### src/rtl/key_conditioner_if.sv
// Key conditioner bus: raw button levels and frame strobe in,
// conditioned key levels, edge pulses and frame snapshots out.
interface key_conditioner_if #(
    parameter int KEYS_W = 4
);
    logic [KEYS_W-1:0] keys_i;
    logic              new_frame_i;
    logic [KEYS_W-1:0] keys_o;
    logic [KEYS_W-1:0] press_o;
    logic [KEYS_W-1:0] release_o;
    logic [KEYS_W-1:0] keys_frame_o;
    logic [KEYS_W-1:0] taps_frame_o;

    modport master (
        output keys_i,
        output new_frame_i,
        input  keys_o,
        input  press_o,
        input  release_o,
        input  keys_frame_o,
        input  taps_frame_o
    );

    modport slave (
        input  keys_i,
        input  new_frame_i,
        output keys_o,
        output press_o,
        output release_o,
        output keys_frame_o,
        output taps_frame_o
    );
endinterface

### src/rtl/key_conditioner.sv
// Push-button front end: per-key two-flop synchroniser, debounce counter,
// press/release pulses, and frame-aligned level and tap snapshots.
module key_conditioner #(
    parameter int KEYS_W          = 4,
    parameter int DEBOUNCE_CYCLES = 250000,
    parameter int KEYS_ACTIVE_LOW = 1
) (
    input  logic                clk_i,
    input  logic                rst_i,
    key_conditioner_if.slave    kif
);
    localparam int CNT_W = (DEBOUNCE_CYCLES < 1) ? 1 : $clog2(DEBOUNCE_CYCLES + 1);
    localparam logic [CNT_W-1:0]  CNT_LAST = CNT_W'(DEBOUNCE_CYCLES - 1);
    localparam logic [KEYS_W-1:0] INV_MASK = (KEYS_ACTIVE_LOW != 0) ? '1 : '0;

    logic [KEYS_W-1:0] raw;
    logic [KEYS_W-1:0] q1;
    logic [KEYS_W-1:0] q2;
    logic [KEYS_W-1:0] d;
    logic [KEYS_W-1:0] d_next;
    logic [CNT_W-1:0]  cnt      [KEYS_W];
    logic [CNT_W-1:0]  cnt_next [KEYS_W];
    logic [KEYS_W-1:0] press_q;
    logic [KEYS_W-1:0] press_next;
    logic [KEYS_W-1:0] release_q;
    logic [KEYS_W-1:0] release_next;
    logic [KEYS_W-1:0] acc;
    logic [KEYS_W-1:0] keys_frame_q;
    logic [KEYS_W-1:0] taps_frame_q;

    assign raw = kif.keys_i ^ INV_MASK;

    // Two-flop synchroniser on the normalised (1 = pressed) levels.
    always_ff @(posedge clk_i or negedge rst_i) begin
        if (!rst_i) begin
            q1 <= '0;
            q2 <= '0;
        end else begin
            q1 <= raw;
            q2 <= q1;
        end
    end

    // Per-key debounce decision: accept a change after DEBOUNCE_CYCLES stable cycles.
    always_comb begin
        d_next       = d;
        press_next   = '0;
        release_next = '0;
        for (int unsigned k = 0; k < KEYS_W; k++) begin
            cnt_next[k] = '0;
            if (q2[k] != d[k]) begin
                if (cnt[k] == CNT_LAST) begin
                    d_next[k]       = q2[k];
                    press_next[k]   = q2[k];
                    release_next[k] = ~q2[k];
                end else begin
                    cnt_next[k] = cnt[k] + 1'b1;
                end
            end
        end
    end

    // Debounce state, counters and one-cycle edge pulses.
    always_ff @(posedge clk_i or negedge rst_i) begin
        if (!rst_i) begin
            d         <= '0;
            press_q   <= '0;
            release_q <= '0;
            for (int unsigned k = 0; k < KEYS_W; k++) begin
                cnt[k] <= '0;
            end
        end else begin
            d         <= d_next;
            press_q   <= press_next;
            release_q <= release_next;
            for (int unsigned k = 0; k < KEYS_W; k++) begin
                cnt[k] <= cnt_next[k];
            end
        end
    end

    // Frame snapshots and tap accumulator.
    // The accumulator collects acceptances as they happen (press_next), so an
    // acceptance on a strobe edge lands in that strobe's taps, and the press_o
    // pulse that follows is already accounted for and cannot leak into the
    // next window.
    always_ff @(posedge clk_i or negedge rst_i) begin
        if (!rst_i) begin
            acc          <= '0;
            keys_frame_q <= '0;
            taps_frame_q <= '0;
        end else if (kif.new_frame_i) begin
            keys_frame_q <= d;
            taps_frame_q <= acc | press_next;
            acc          <= '0;
        end else begin
            acc <= acc | press_next;
        end
    end

    assign kif.keys_o       = d;
    assign kif.press_o      = press_q;
    assign kif.release_o    = release_q;
    assign kif.keys_frame_o = keys_frame_q;
    assign kif.taps_frame_o = taps_frame_q;
endmodule

### src/flat_wrapper.sv
// flat-port wrapper written by rule: the top's interface ports become plain ports
module key_conditioner_flat 
#(
    parameter int KEYS_W          = 4,
    parameter int DEBOUNCE_CYCLES = 250000,
    parameter int KEYS_ACTIVE_LOW = 1
)
  (clk_i, rst_i, kif_keys_i, kif_new_frame_i, kif_keys_o, kif_press_o, kif_release_o, kif_keys_frame_o, kif_taps_frame_o);
  key_conditioner_if #(.KEYS_W(KEYS_W)) kif_i ();
  input  logic clk_i;
  input  logic rst_i;
  input wire logic [$bits(kif_i.keys_i)-1:0] kif_keys_i;
  input wire logic [$bits(kif_i.new_frame_i)-1:0] kif_new_frame_i;
  output wire logic [$bits(kif_i.keys_o)-1:0] kif_keys_o;
  output wire logic [$bits(kif_i.press_o)-1:0] kif_press_o;
  output wire logic [$bits(kif_i.release_o)-1:0] kif_release_o;
  output wire logic [$bits(kif_i.keys_frame_o)-1:0] kif_keys_frame_o;
  output wire logic [$bits(kif_i.taps_frame_o)-1:0] kif_taps_frame_o;
  assign kif_i.keys_i = kif_keys_i;
  assign kif_i.new_frame_i = kif_new_frame_i;
  assign kif_keys_o = kif_i.keys_o;
  assign kif_press_o = kif_i.press_o;
  assign kif_release_o = kif_i.release_o;
  assign kif_keys_frame_o = kif_i.keys_frame_o;
  assign kif_taps_frame_o = kif_i.taps_frame_o;
  key_conditioner #(.KEYS_W(KEYS_W), .DEBOUNCE_CYCLES(DEBOUNCE_CYCLES), .KEYS_ACTIVE_LOW(KEYS_ACTIVE_LOW)) u_core (.clk_i(clk_i), .rst_i(rst_i), .kif(kif_i));
endmodule
### config.mk
export PLATFORM = sky130hd
export DESIGN_NAME = key_conditioner_flat
export DESIGN_NICKNAME = d
export VERILOG_FILES = /design/src/rtl/key_conditioner_if.sv /design/src/rtl/key_conditioner.sv /design/src/flat_wrapper.sv
export SDC_FILE = /design/constraint.sdc
export NUM_CORES = 1
export LEC_CHECK = 0
export CORE_MARGIN = 3
export CORE_UTILIZATION = 59
export DETAILED_ROUTE_END_ITERATION = 12
export MAX_ROUTING_LAYER = met4
export PLACE_DENSITY = 0.79
export SLEW_MARGIN = 20
export SYNTH_ARGS = -nofsm -noshare
export SYNTH_HDL_FRONTEND = slang
export SYNTH_SLANG_ARGS = --single-unit
### constraint.sdc
create_clock -name clk_i -period 2.2 [get_ports clk_i]
set_input_delay 0.33 -clock clk_i [delete_from_list [all_inputs] [get_ports clk_i]]
set_output_delay 0.33 -clock clk_i [all_outputs]
set_load 0.02 [all_outputs]
==> out/metrics.cfg <==
[synth]
yosys_most_used_dff=dfrtp_1
synth_xor_area_frac=0.114
synth_seq_cells=104
syn_avg_cell_area_sq_um=10.1
yosys-mux-area-fraction=0.0142
ys_types=39
synth_area_leaders=dfrtp_1, xnor2_1, nor2_1
synthSimpleGateAreaFrac=0.242
syn_nets=479
yosysMostFrequentCell=dfrtp_1
ys_seq_area_frac=0.549
netlist_instances=468
synthTopCellsByCount=dfrtp_1, nor2_1, xnor2_1, nand4_1, inv_1
yosys.area_share.adder=0.0105
synth_compound_area_frac=0.0367
yosys.area.top_type_share=0.549
yosysTopAreaCell=dfrtp_1
synth_top_family_by_area=simple AND/OR/NAND/NOR gates
async_flop_share=1.00
syn_area_sq_mm=0.00474
yosys_warnings=0
synth-edff-count=0

[global_route]
gr-total-overflow=0
grt_use_total=0.204
use_met1=0.261
grt_pass1_vias=3250
grt_util_met2=0.323
grt_first_pass_wirelength_microns=14300
grt-busiest-layer=met2
antenna_found_initial=0
grt_max_degree=78
met3_usage=0.0458

[die]
io_pins=27
rows=32
die_h_microns=95.7
dieArea_sq_mm=0.00915
core_sq_mm=0.00777
initial_core_util=0.611
die_x_microns=95.7

[layout]
multiInputGateArea_sq_mm=0.00198
fin_nets=513
regArea_sq_mm=0.00260
antennaDiodeCount=0
final_cells=607
fillers=604
drive_gt1_frac=0.0713
area_growth_pct=12.6

[pwr]
power_density_mw_per_mm2=606
vdd_drop_max_mv=0.326
p_leak_uw=0.00219

[routing]
vias=3414
wl_microns=8330
ant_nets=0
wl_per_cell_microns=13.7
drt_iter0_markers=134
vias_per_cell=5.62
drc=0
firstDrtPassIters=4

[setup_path]
end_kind=flop
arrival_ns=2.33
cp.required_ns=2.48
worst_r2r_path_depth=5
reg2reg_from=u_core.cnt[18]
setup.worst_path.start_class=flop
crit_type=flop to flop
rr_endpoint=u_core.kif.taps_frame_o[2]
r2r_setup_slack_ns=0.15
path_max_fanout=4

[timing]
skew_ns=0.0129
finalCritPeriodShare=0.933
setup_ws_ns=0.147
slew_headroom=0.629
hold_violations=0
finalCriticalPeriod_ns=2.05
setup_tns_ns=0
rsz0062_at_grt=false
drv_slew=0
max_freq_mhz=487
worst_pin_slew_ns=0.555
setup_viol=0

[clock_network]
cts_setup_buffers=0
cts_sinks=104
cts_buffers=9
cts_buffer_depth=2
cts_resized=0
cts_tree=yes
clk_pin_slew_ns=0.09
cts-root-buf=clkbuf_8
htree_levels=3
clock_latency_ns=0.36

[worst_hold_path]
min_path_cells=0
min_to=u_core.q2[1]
holdCritPathClass=flop to flop
hp-start=u_core.q1[1]

[placed_design]
routabilityCongestion=0.855
preCtsSetupSlack_ns=0.163
io_buffers=26
dp_hpwl_microns=5720
place_inst=592

[status]
run_status=finished clean

[run]
max_cap_viol_count=0

-- registers in the layout, summed over array words and instances, names as in the netlist --
| signal | cells |
|---|---|
| u_core.acc | 4 |
| u_core.cnt | 72 |
| u_core.kif.keys_frame_o | 4 |
| u_core.kif.keys_o | 4 |
| u_core.kif.press_o | 4 |
| u_core.kif.release_o | 4 |
| u_core.kif.taps_frame_o | 4 |
| u_core.q1 | 4 |
| u_core.q2 | 4 |
-- repair_timing --
action                     CTS  global route
hold endpoints to repair    27             0
setup endpoints to repair    0             0
hold buffers                 1             0
-- area by class of cell --
| class | count | share of cell area |
|---|---|---|
| Clock inverter | 3 | 0.00843 |
| Timing Repair Buffer | 36 | 0.0651 |
| Tap cell | 102 | 0.0239 |
| Clock buffer | 11 | 0.0246 |
| Inverter | 29 | 0.0204 |
| Multi-Input combinational cell | 322 | 0.371 |
| Sequential cell | 104 | 0.487 |
-- worst max-delay path by stage --
| stage | startpoint | endpoint | slack (ns) | depth (start not counted) |
|---|---|---|---|---|
| 4_1_cts | u_core.cnt[18] | u_core.kif.taps_frame_o[2] | 0.14 | 5 |
| 6_report | u_core.cnt[18] | u_core.kif.taps_frame_o[2] | 0.15 | 5 |
| 2_1_floorplan | u_core.cnt[18] | u_core.kif.taps_frame_o[2] | 0.18 | 6 |
| 3_5_place_dp | u_core.cnt[18] | u_core.kif.taps_frame_o[2] | 0.16 | 5 |
| 5_1_grt | u_core.cnt[18] | u_core.kif.taps_frame_o[2] | 0.06 | 5 |
| 3_3_place_gp | u_core.cnt[18] | u_core.kif.taps_frame_o[2] | 0.24 | 5 |
-- kinds of logic (layout without fill, tap and decap cells) --
group / Yosys count / after routing
muxes: 6 / 6
DFF: 104 / 104
xor gates and xnor gates: 62 / 62
and+or+nand+nor: 222 / 222
adders and majority gates: 4 / 4
AOI/OAI and AO/OA: 28 / 28
buffers and inverters: 42 / 79
-- layout by cell type (no fill, tap or decap), drive strengths merged, types with 7 or more instances in the layout --
cell and count:
dfrtp 104, nor2 88, xnor2 45, nand4 30, inv 29, clkdlybuf4s50 25, nand3 21, nor4 19
xor2 17, nand2 16, nor3 14, clkbuf 11, buf 10, a21oi 9, nor4b 8, o21ai 8
and3 7
-- report_power, final --
part | leakage (uW) | internal (uW) | total, uW | switching, uW
Sequential | 0.00142 | 1940 | 1970 | 30.4
Combinational | 0.000694 | 54.3 | 149 | 95.0
Clock | 0.0000815 | 515 | 1120 | 604
-- routing by layer --
metal	share of wire	vias to the layer above	wire length (microns)
li1	-	1687	-
met3	0.037	13	310
met4	0.015	0	125
met1	0.47	1649	3930
met5	0	-	0
met2	0.48	65	3960
-- through the flow --
stage / instance area [sq um] / total power [uW] / hold WS (ns) / utilization
global placement: 5160 / 2150 / 0.264 / 0.664
finish: 5340 / 3240 / 0.354 / 0.688
global route: 5340 / 3370 / 0.367 / 0.688
detailed placement: 5160 / 2160 / 0.270 / 0.664
floorplan: 4740 / 2070 / 0.0344 / -
CTS: 5340 / 3280 / 0.355 / 0.688
-- worst max-delay path, stage by stage (launching register included) --
cell and delay [ns]:
dfrtp_1 0.40, ha_1 0.23, nand3_2 0.11, or4_1 0.54, or4_4 0.51, a31oi_1 0.19
(Power assumes the default switching activity.)
